===== src/rtl/vga_timing_gen.sv =====
// VGA raster timing: pixel-rate divider, line/frame counters, sync decode and
// a pin register stage that aligns colour and sync on the same clk edge.
module vga_timing_gen #(
  parameter int unsigned CLK_DIV   = 4,
  parameter int unsigned H_VISIBLE = 640,
  parameter int unsigned H_FRONT   = 16,
  parameter int unsigned H_SYNC    = 96,
  parameter int unsigned H_BACK    = 48,
  parameter int unsigned V_VISIBLE = 480,
  parameter int unsigned V_FRONT   = 10,
  parameter int unsigned V_SYNC    = 2,
  parameter int unsigned V_BACK    = 33
) (
  input  logic       clk,
  input  logic       reset,
  output logic [9:0] horizCount,
  output logic [9:0] vertCount,
  output logic       videoOn,
  output logic       pixelTick,
  output logic       frameTick,
  input  logic [3:0] redIn,
  input  logic [3:0] greenIn,
  input  logic [3:0] blueIn,
  output logic [3:0] vgaRed,
  output logic [3:0] vgaGreen,
  output logic [3:0] vgaBlue,
  output logic       vgaHsync,
  output logic       vgaVsync
);

  localparam int unsigned CNT_W   = 10;
  localparam int unsigned COL_W   = 4;
  localparam int unsigned DIV_W   = (CLK_DIV > 1) ? $clog2(CLK_DIV) : 1;
  localparam int unsigned H_TOTAL = H_VISIBLE + H_FRONT + H_SYNC + H_BACK;
  localparam int unsigned V_TOTAL = V_VISIBLE + V_FRONT + V_SYNC + V_BACK;
  localparam int unsigned H_SYNC_START = H_VISIBLE + H_FRONT;
  localparam int unsigned H_SYNC_END   = H_VISIBLE + H_FRONT + H_SYNC;
  localparam int unsigned V_SYNC_START = V_VISIBLE + V_FRONT;
  localparam int unsigned V_SYNC_END   = V_VISIBLE + V_FRONT + V_SYNC;

  logic [DIV_W-1:0] div_q, div_d;
  logic [CNT_W-1:0] h_q, h_d, v_q, v_d;
  logic [COL_W-1:0] red_q, red_d, green_q, green_d, blue_q, blue_d;
  logic             hsync_q, hsync_d, vsync_q, vsync_d;
  logic             div_end_c, pixel_tick_c, h_end_c, v_end_c, video_on_c;
  logic             hsync_act_c, vsync_act_c;

  // Divider, counter advance, and pin-stage decode from the current counts
  always_comb begin
    div_end_c    = (div_q == DIV_W'(CLK_DIV - 1));
    pixel_tick_c = div_end_c && !reset;
    h_end_c      = (h_q == CNT_W'(H_TOTAL - 1));
    v_end_c      = (v_q == CNT_W'(V_TOTAL - 1));
    video_on_c   = (h_q < CNT_W'(H_VISIBLE)) && (v_q < CNT_W'(V_VISIBLE));
    hsync_act_c  = (h_q >= CNT_W'(H_SYNC_START)) && (h_q < CNT_W'(H_SYNC_END));
    vsync_act_c  = (v_q >= CNT_W'(V_SYNC_START)) && (v_q < CNT_W'(V_SYNC_END));

    div_d = div_end_c ? '0 : div_q + DIV_W'(1);
    h_d   = h_q;
    v_d   = v_q;
    if (pixel_tick_c) begin
      h_d = h_end_c ? '0 : h_q + CNT_W'(1);
      if (h_end_c) begin
        v_d = v_end_c ? '0 : v_q + CNT_W'(1);
      end
    end

    red_d   = video_on_c ? redIn   : '0;
    green_d = video_on_c ? greenIn : '0;
    blue_d  = video_on_c ? blueIn  : '0;
    hsync_d = ~hsync_act_c;
    vsync_d = ~vsync_act_c;
  end

  always_ff @(posedge clk) begin
    if (reset) begin
      div_q   <= '0;
      h_q     <= '0;
      v_q     <= '0;
      red_q   <= '0;
      green_q <= '0;
      blue_q  <= '0;
      hsync_q <= 1'b1;
      vsync_q <= 1'b1;
    end else begin
      div_q   <= div_d;
      h_q     <= h_d;
      v_q     <= v_d;
      red_q   <= red_d;
      green_q <= green_d;
      blue_q  <= blue_d;
      hsync_q <= hsync_d;
      vsync_q <= vsync_d;
    end
  end

  assign horizCount = h_q;
  assign vertCount  = v_q;
  assign videoOn    = video_on_c;
  assign pixelTick  = pixel_tick_c;
  assign frameTick  = pixel_tick_c && h_end_c && v_end_c;
  assign vgaRed     = red_q;
  assign vgaGreen   = green_q;
  assign vgaBlue    = blue_q;
  assign vgaHsync   = hsync_q;
  assign vgaVsync   = vsync_q;

endmodule


===== config.mk =====
export PLATFORM = sky130hd
export DESIGN_NAME = vga_timing_gen
export DESIGN_NICKNAME = d
export VERILOG_FILES = /design/src/rtl/vga_timing_gen.sv
export SDC_FILE = /design/constraint.sdc
export NUM_CORES = 1
export LEC_CHECK = 0
export CAP_MARGIN = 20
export CORE_MARGIN = 10
export CORE_UTILIZATION = 35
export DETAILED_ROUTE_END_ITERATION = 10
export MAX_ROUTING_LAYER = met4
export PLACE_DENSITY_LB_ADDON = 0.08
export SLEW_MARGIN = 40
export SYNTH_ARGS = -nofsm -noshare
export SYNTH_HDL_FRONTEND = slang
export SYNTH_SLANG_ARGS = --single-unit

===== constraint.sdc =====
create_clock -name clk -period 2.2 [get_ports clk]
set_input_delay 0.22 -clock clk [delete_from_list [all_inputs] [get_ports clk]]
set_output_delay 0.22 -clock clk [all_outputs]
set_load 0.05 [all_outputs]

# Yosys cells after proc, flatten, opt, wreduce, memory -nomap -nowiden
# Index checks and enable logic that the tools add are counted.
# W data, S select, Z words.
# word_totals
ff_bits,36
input_bits,14
word_cells,35
# classes
n_addsub,3
order_cmp,6
n_eq_ne,3
mux,2
bitwise_logic,3
reduce_logical,10
# ops
cell,n
$add A10 B1 Y10 const B,2
$eq A10 B10 Y1 const B,2
$lt A10 B10 Y1 const B,2
$lt A10 B9 Y1 const B,2
$mux W10,2
$ge A10 B10 Y1 const B,1
$ge A10 B9 Y1 const B,1
$logic_and A1 B1 Y1,6
$reduce_or A2 Y1,2
$not A1 Y1,3
$add A2 B1 Y2 const B,1
$eq A2 B2 Y1 const B,1
$reduce_and A2 Y1,1
$logic_not A1 Y1,1

# Longest topological paths before layout
# Gate-level depths: netlist of run 1.
# depth
depth_word,4
ltp_mapped,7
depth_no_buf,6

# Worst setup path after synthesis of run 1
# OpenSTA, ideal clock, no wires.
# synth_path
path_type,register to output
startpoint,register h_q[1] (netlist: horizCount[1])
endpoint,output frameTick
t_arrival_ps,2829
setup_slack_ps,-849
stages_incl_launch_ff,6
n_path_buf,1
path_cell_list,dfxtp_1 -> ha_1 -> nand4_1 -> clkbuf_1 -> or3_2 -> nor3_1
# synth_between
elab_chain_cells,3
# synth_lines
element,line_no,source
from (decl),42,"logic [CNT_W-1:0] h_q, h_d, v_q, v_d;"
from (signal assigned),78,h_q <= '0;
from (signal assigned),87,h_q <= h_d;
$eq A10 B10 Y1,52,h_end_c = (h_q == CNT_W'(H_TOTAL - 1));
$logic_and A1 B1 Y1 (2 in a row),101,assign frameTick = pixel_tick_c && h_end_c && v_end_c;
to (decl),20,"output logic frameTick,"
# Every way passes these cells.

# Final worst setup path of run 1
# layout_path
startpoint,register h_q[6] (netlist: horizCount[6])
endpoint,output frameTick
# Same word-level chain as after synthesis.

==> key figures, run 1 <==
Outcome
  • Status: complete, no violations

Yosys
  • Async SR Flop Fraction: 0
  • Avg Inst Size Synth: 9.320 um2
  • Yosys warnings: 0
  • Basic-gate share of the synthesized area counting and, or, nand and nor cells: 0.3141
  • Synthesized netlist net count: 184
  • Total of flip-flops plus latches after synthesis: 36
  • Netlist Area Pre-Place: 1538 um2
  • Sequential element share of the synthesized area: 0.4687
  • Share of cell area taken by muxes after synthesis: 0
  • Dominant register cell in the synthesized netlist: sky130_fd_sc_hd__dfxtp_1
  • Xor/xnor cell area share of the yosys netlist: 0.05126
  • Compound-cell area share of the yosys netlist: 0.08950
  • Gate Count Post-Synth: 165
  • Adder-cell share of the synthesized area: 0.04068
  • Number of synthesized flops with an enable pin: 0
  • Number of distinct library cell variants in the gate-level netlist after synthesis: 37
  • Combinational family with the most area after synthesis: simple AND/OR/NAND/NOR gates

Worst setup path
  • Crit path max-delay cell type: sky130_fd_sc_hd__or3_4
  • Launch point of the worst reg-to-reg path: div_q[0]$_SDFF_PP0_
  • Internal reg-to-reg setup slack: 260 ps
  • Crit path buf inv count: 2
  • Logic depth of the worst setup path including buffers: 5
  • Capturing element type of the critical path: output pin
  • Chain of cells forming the critical path: or2_1 > buf_4 > or3_4 > nor3_4 > buf_12
  • Max Fanout on Critical Path: 7
  • Largest delay contributor family on the critical path: simple AND/OR/NAND/NOR gates
  • Type of origin of the critical path: flop
  • Critical path start-end classification: reg2out
  • Reg-to-Reg End: vertCount[9]$_SDFFE_PP0P_
  • CP peak stage delay: 420 ps
  • Beginning of the critical path: horizCount[6]$_SDFFE_PP0N_
  • FF-to-FF path depth: 5
  • Data required time at the worst endpoint: 1980 ps
  • Critical Path End: frameTick
  • Data arrival at the endpoint of the critical path: 1880 ps

Power
  • Pint: 0.9851 mW
  • Lkg Pwr: 0.8360 nW
  • Switching power total: 0.3252 mW
  • Worst IR Drop VDD: 0.2960 mV
  • Power Density: 566.1 nW/um2
  • Sequential cell fraction of total power: 0.516
  • Gate power share: 0.108
  • Proportion of total power due to net switching: 0.2482
  • Tot Pwr: 1.310 mW
  • Clock network fraction of design power: 0.376

Floorplan
  • Initial cell density of the core: 0.3581
  • Site row count: 24
  • Total core area: 4294 um2
  • Horizontal die dimension: 86.29 um
  • Io pins: 51
  • Vert. Die Dim: 86.29 um
  • Total die area: 7445 um2

Timing
  • Shortest period the worst path allows: 2104 ps
  • Peak clock frequency supported by timing: 475.4 MHz
  • Setup clock skew after layout: 4.357 ps
  • Final-report hold violation count: 0
  • Max Transition Viols Final: 0
  • Max-Slew Margin vs Limit: 0.6293
  • Setup repair after global routing missed its margin: false
  • Number of failing setup endpoints in the final timing report: 0
  • Least-Margin Pin Slew: 553.0 ps
  • Sum Neg Setup Slack: 0 ps
  • Post-route fraction of the period consumed by the critical path: 0.9562
  • Hold_ws: 405.8 ps

Global route
  • Total routing usage reported by global routing: 0.1217
  • Number of antenna violations at the first check in global routing: 0
  • Maximum number of pins on one net before global-route repair: 23
  • Number of global-route vias before repair: 1440
  • GR Overflow Total: 0
  • First-pass GRT wire length: 7.148 mm

Place
  • Final weighted congestion in routability-driven placement: 0.7872
  • Detailed-placement wirelength estimate: 3.227 mm
  • Count of input and output buffers: 50
  • Cell Count Post-Placement: 266
  • Total placed instance area: 2170 um2

CTS
  • Worst-Skew Late Latency: 290 ps
  • Count of clock tree sinks: 36
  • TritonCTS clock tree: built
  • Clock transition at the registers of the reported paths: 70 ps
  • Longest Clk Path Bufs: 2
  • CTS H-Tree Depth: 2
  • Cts bufs inserted: 5
  • Clock root buffer: sky130_fd_sc_hd__clkbuf_8
  • Number of hold buffers added after cts: 0

Cells and area
  • Fill cell count: 406
  • Area growth from synthesis to final layout: 50.53%
  • Number of diodes added for antenna fixing: 0
  • Fraction of layout cells with a size suffix above 1: 0.1830
  • Leading cell types in the layout, fill and taps excluded: sky130_fd_sc_hd__clkdlybuf4s50_1 (47), sky130_fd_sc_hd__dfxtp_1 (27), sky130_fd_sc_hd__and2_1 (13)
  • Number of non-filler instances in the completed layout: 276
  • Net count of the finished layout: 242
  • Most common cell after layout, fill and taps aside: sky130_fd_sc_hd__clkdlybuf4s50_1
  • Cell area after layout: 2315 um2

Routing
  • Via/cell ratio: 5.264
  • Post-route antenna net violation count: 0
  • Wire per inst: 15.64 um
  • Detailed-router iteration count before antenna repair: 4
  • Initial drt markers: 67
  • Detailed Route WL: 4.318 mm
  • Count of vias placed by the detailed router: 1453
  • DRC viols: 0

Job
  • Max-capacitance violation count: 0

Hold path
  • Min-Delay Path Class: reg2reg
## final cells by class
type,count,area [um2],share of cell area
Multi-Input combinational cell,117,809.5,0.3497
Sequential cell,36,737.0,0.3184
Timing Repair Buffer,59,594.3,0.2568
Clock buffer,7,86.33,0.03730
Tap cell,52,65.06,0.02811
Inverter,4,15.01,0.006486
Clock inverter,1,7.507,0.003243
## routing by layer
layer	track usage	share of wire	wire length (um)
met1	0.1361	0.42	1826
met2	0.1866	0.49	2102
met3	0.05066	0.075	325
met4	0.05302	0.015	63
met5	-	0	0
## cell families (layout without fill, tap and decap cells)
family	Yosys count	after routing
AO/OA/AOI/OAI	23	23
XOR/XNOR	9	9
adder cells (fa/ha/maj)	5	5
buffers and inverters	12	71
flip-flops	36	36
AND/OR/NAND/NOR	80	80
## synthesized netlist by cell type, types with 5 or more instances
cell / n / area [um2]
sky130_fd_sc_hd__dfxtp_1: 36 / 720.7
sky130_fd_sc_hd__and2_1: 13 / 81.33
sky130_fd_sc_hd__ha_1: 5 / 62.56
sky130_fd_sc_hd__a21oi_1: 11 / 55.05
sky130_fd_sc_hd__nand3_1: 6 / 30.03
sky130_fd_sc_hd__nor2_1: 8 / 30.03
sky130_fd_sc_hd__o21ai_0: 5 / 25.02
sky130_fd_sc_hd__nor3_1: 10 / 50.05
sky130_fd_sc_hd__or4_1: 5 / 37.54
sky130_fd_sc_hd__xor2_1: 6 / 52.55
sky130_fd_sc_hd__nand2_1: 10 / 37.54
## stage by stage
stage | setup slack [ps] | utilization
floorplan | 7.953 | -
global placement | 196.5 | 0.5041
detailed placement | 137.1 | 0.5052
CTS | 31.26 | 0.5280
global route | 4.410 | 0.5390
finish | 96.44 | 0.5390
## flip-flops by register name, indices dropped and copies added (netlist names)
signal,flops
vgaGreen,4
vgaHsync,1
vgaRed,4
div_q,2
vgaVsync,1
vgaBlue,4
vertCount,10
horizCount,10
## how the worst min path moves through the flow
| stage | endpoint | startpoint | slack (ps) | cells after the start |
|---|---|---|---|---|
| floorplan | vgaBlue[0]$_SDFF_PP0_ | blueIn[0] | 340 | 1 |
| global placement | div_q[0]$_SDFF_PP0_ | div_q[0]$_SDFF_PP0_ | 410 | 1 |
| detailed placement | div_q[0]$_SDFF_PP0_ | div_q[0]$_SDFF_PP0_ | 420 | 1 |
| CTS | div_q[0]$_SDFF_PP0_ | div_q[0]$_SDFF_PP0_ | 430 | 1 |
| global route | div_q[0]$_SDFF_PP0_ | div_q[0]$_SDFF_PP0_ | 420 | 1 |
| finish | div_q[0]$_SDFF_PP0_ | div_q[0]$_SDFF_PP0_ | 410 | 1 |
## power groups by stage
stage | combinational, mW | sequential, mW | clock (mW)
floorplan | 0.0311 | 0.737 | 0
global placement | 0.140 | 0.690 | 0
detailed placement | 0.143 | 0.692 | 0
CTS | 0.143 | 0.676 | 0.514
global route | 0.152 | 0.678 | 0.546
finish | 0.142 | 0.676 | 0.492
## repair_timing
item | in CTS | in global routing
cloned | 0 | 0
buffers inserted | 0 | 2
endpoints found under the setup margin | 1 | 5
pin swaps | 0 | 4
gates resized for setup | 1 | 10
Power figures use the tool's default switching activity.
==> run 2: changes to the inputs <==
--- a/config.mk
+++ b/config.mk
@@ -5,7 +5,6 @@
 export SDC_FILE = /design/constraint.sdc
 export NUM_CORES = 1
 export LEC_CHECK = 0
-export CAP_MARGIN = 20
 export CORE_MARGIN = 10
 export CORE_UTILIZATION = 35
 export DETAILED_ROUTE_END_ITERATION = 10
==> results of run 2 <==
The final DEF is identical to that of run 1; final timing and power are the same.
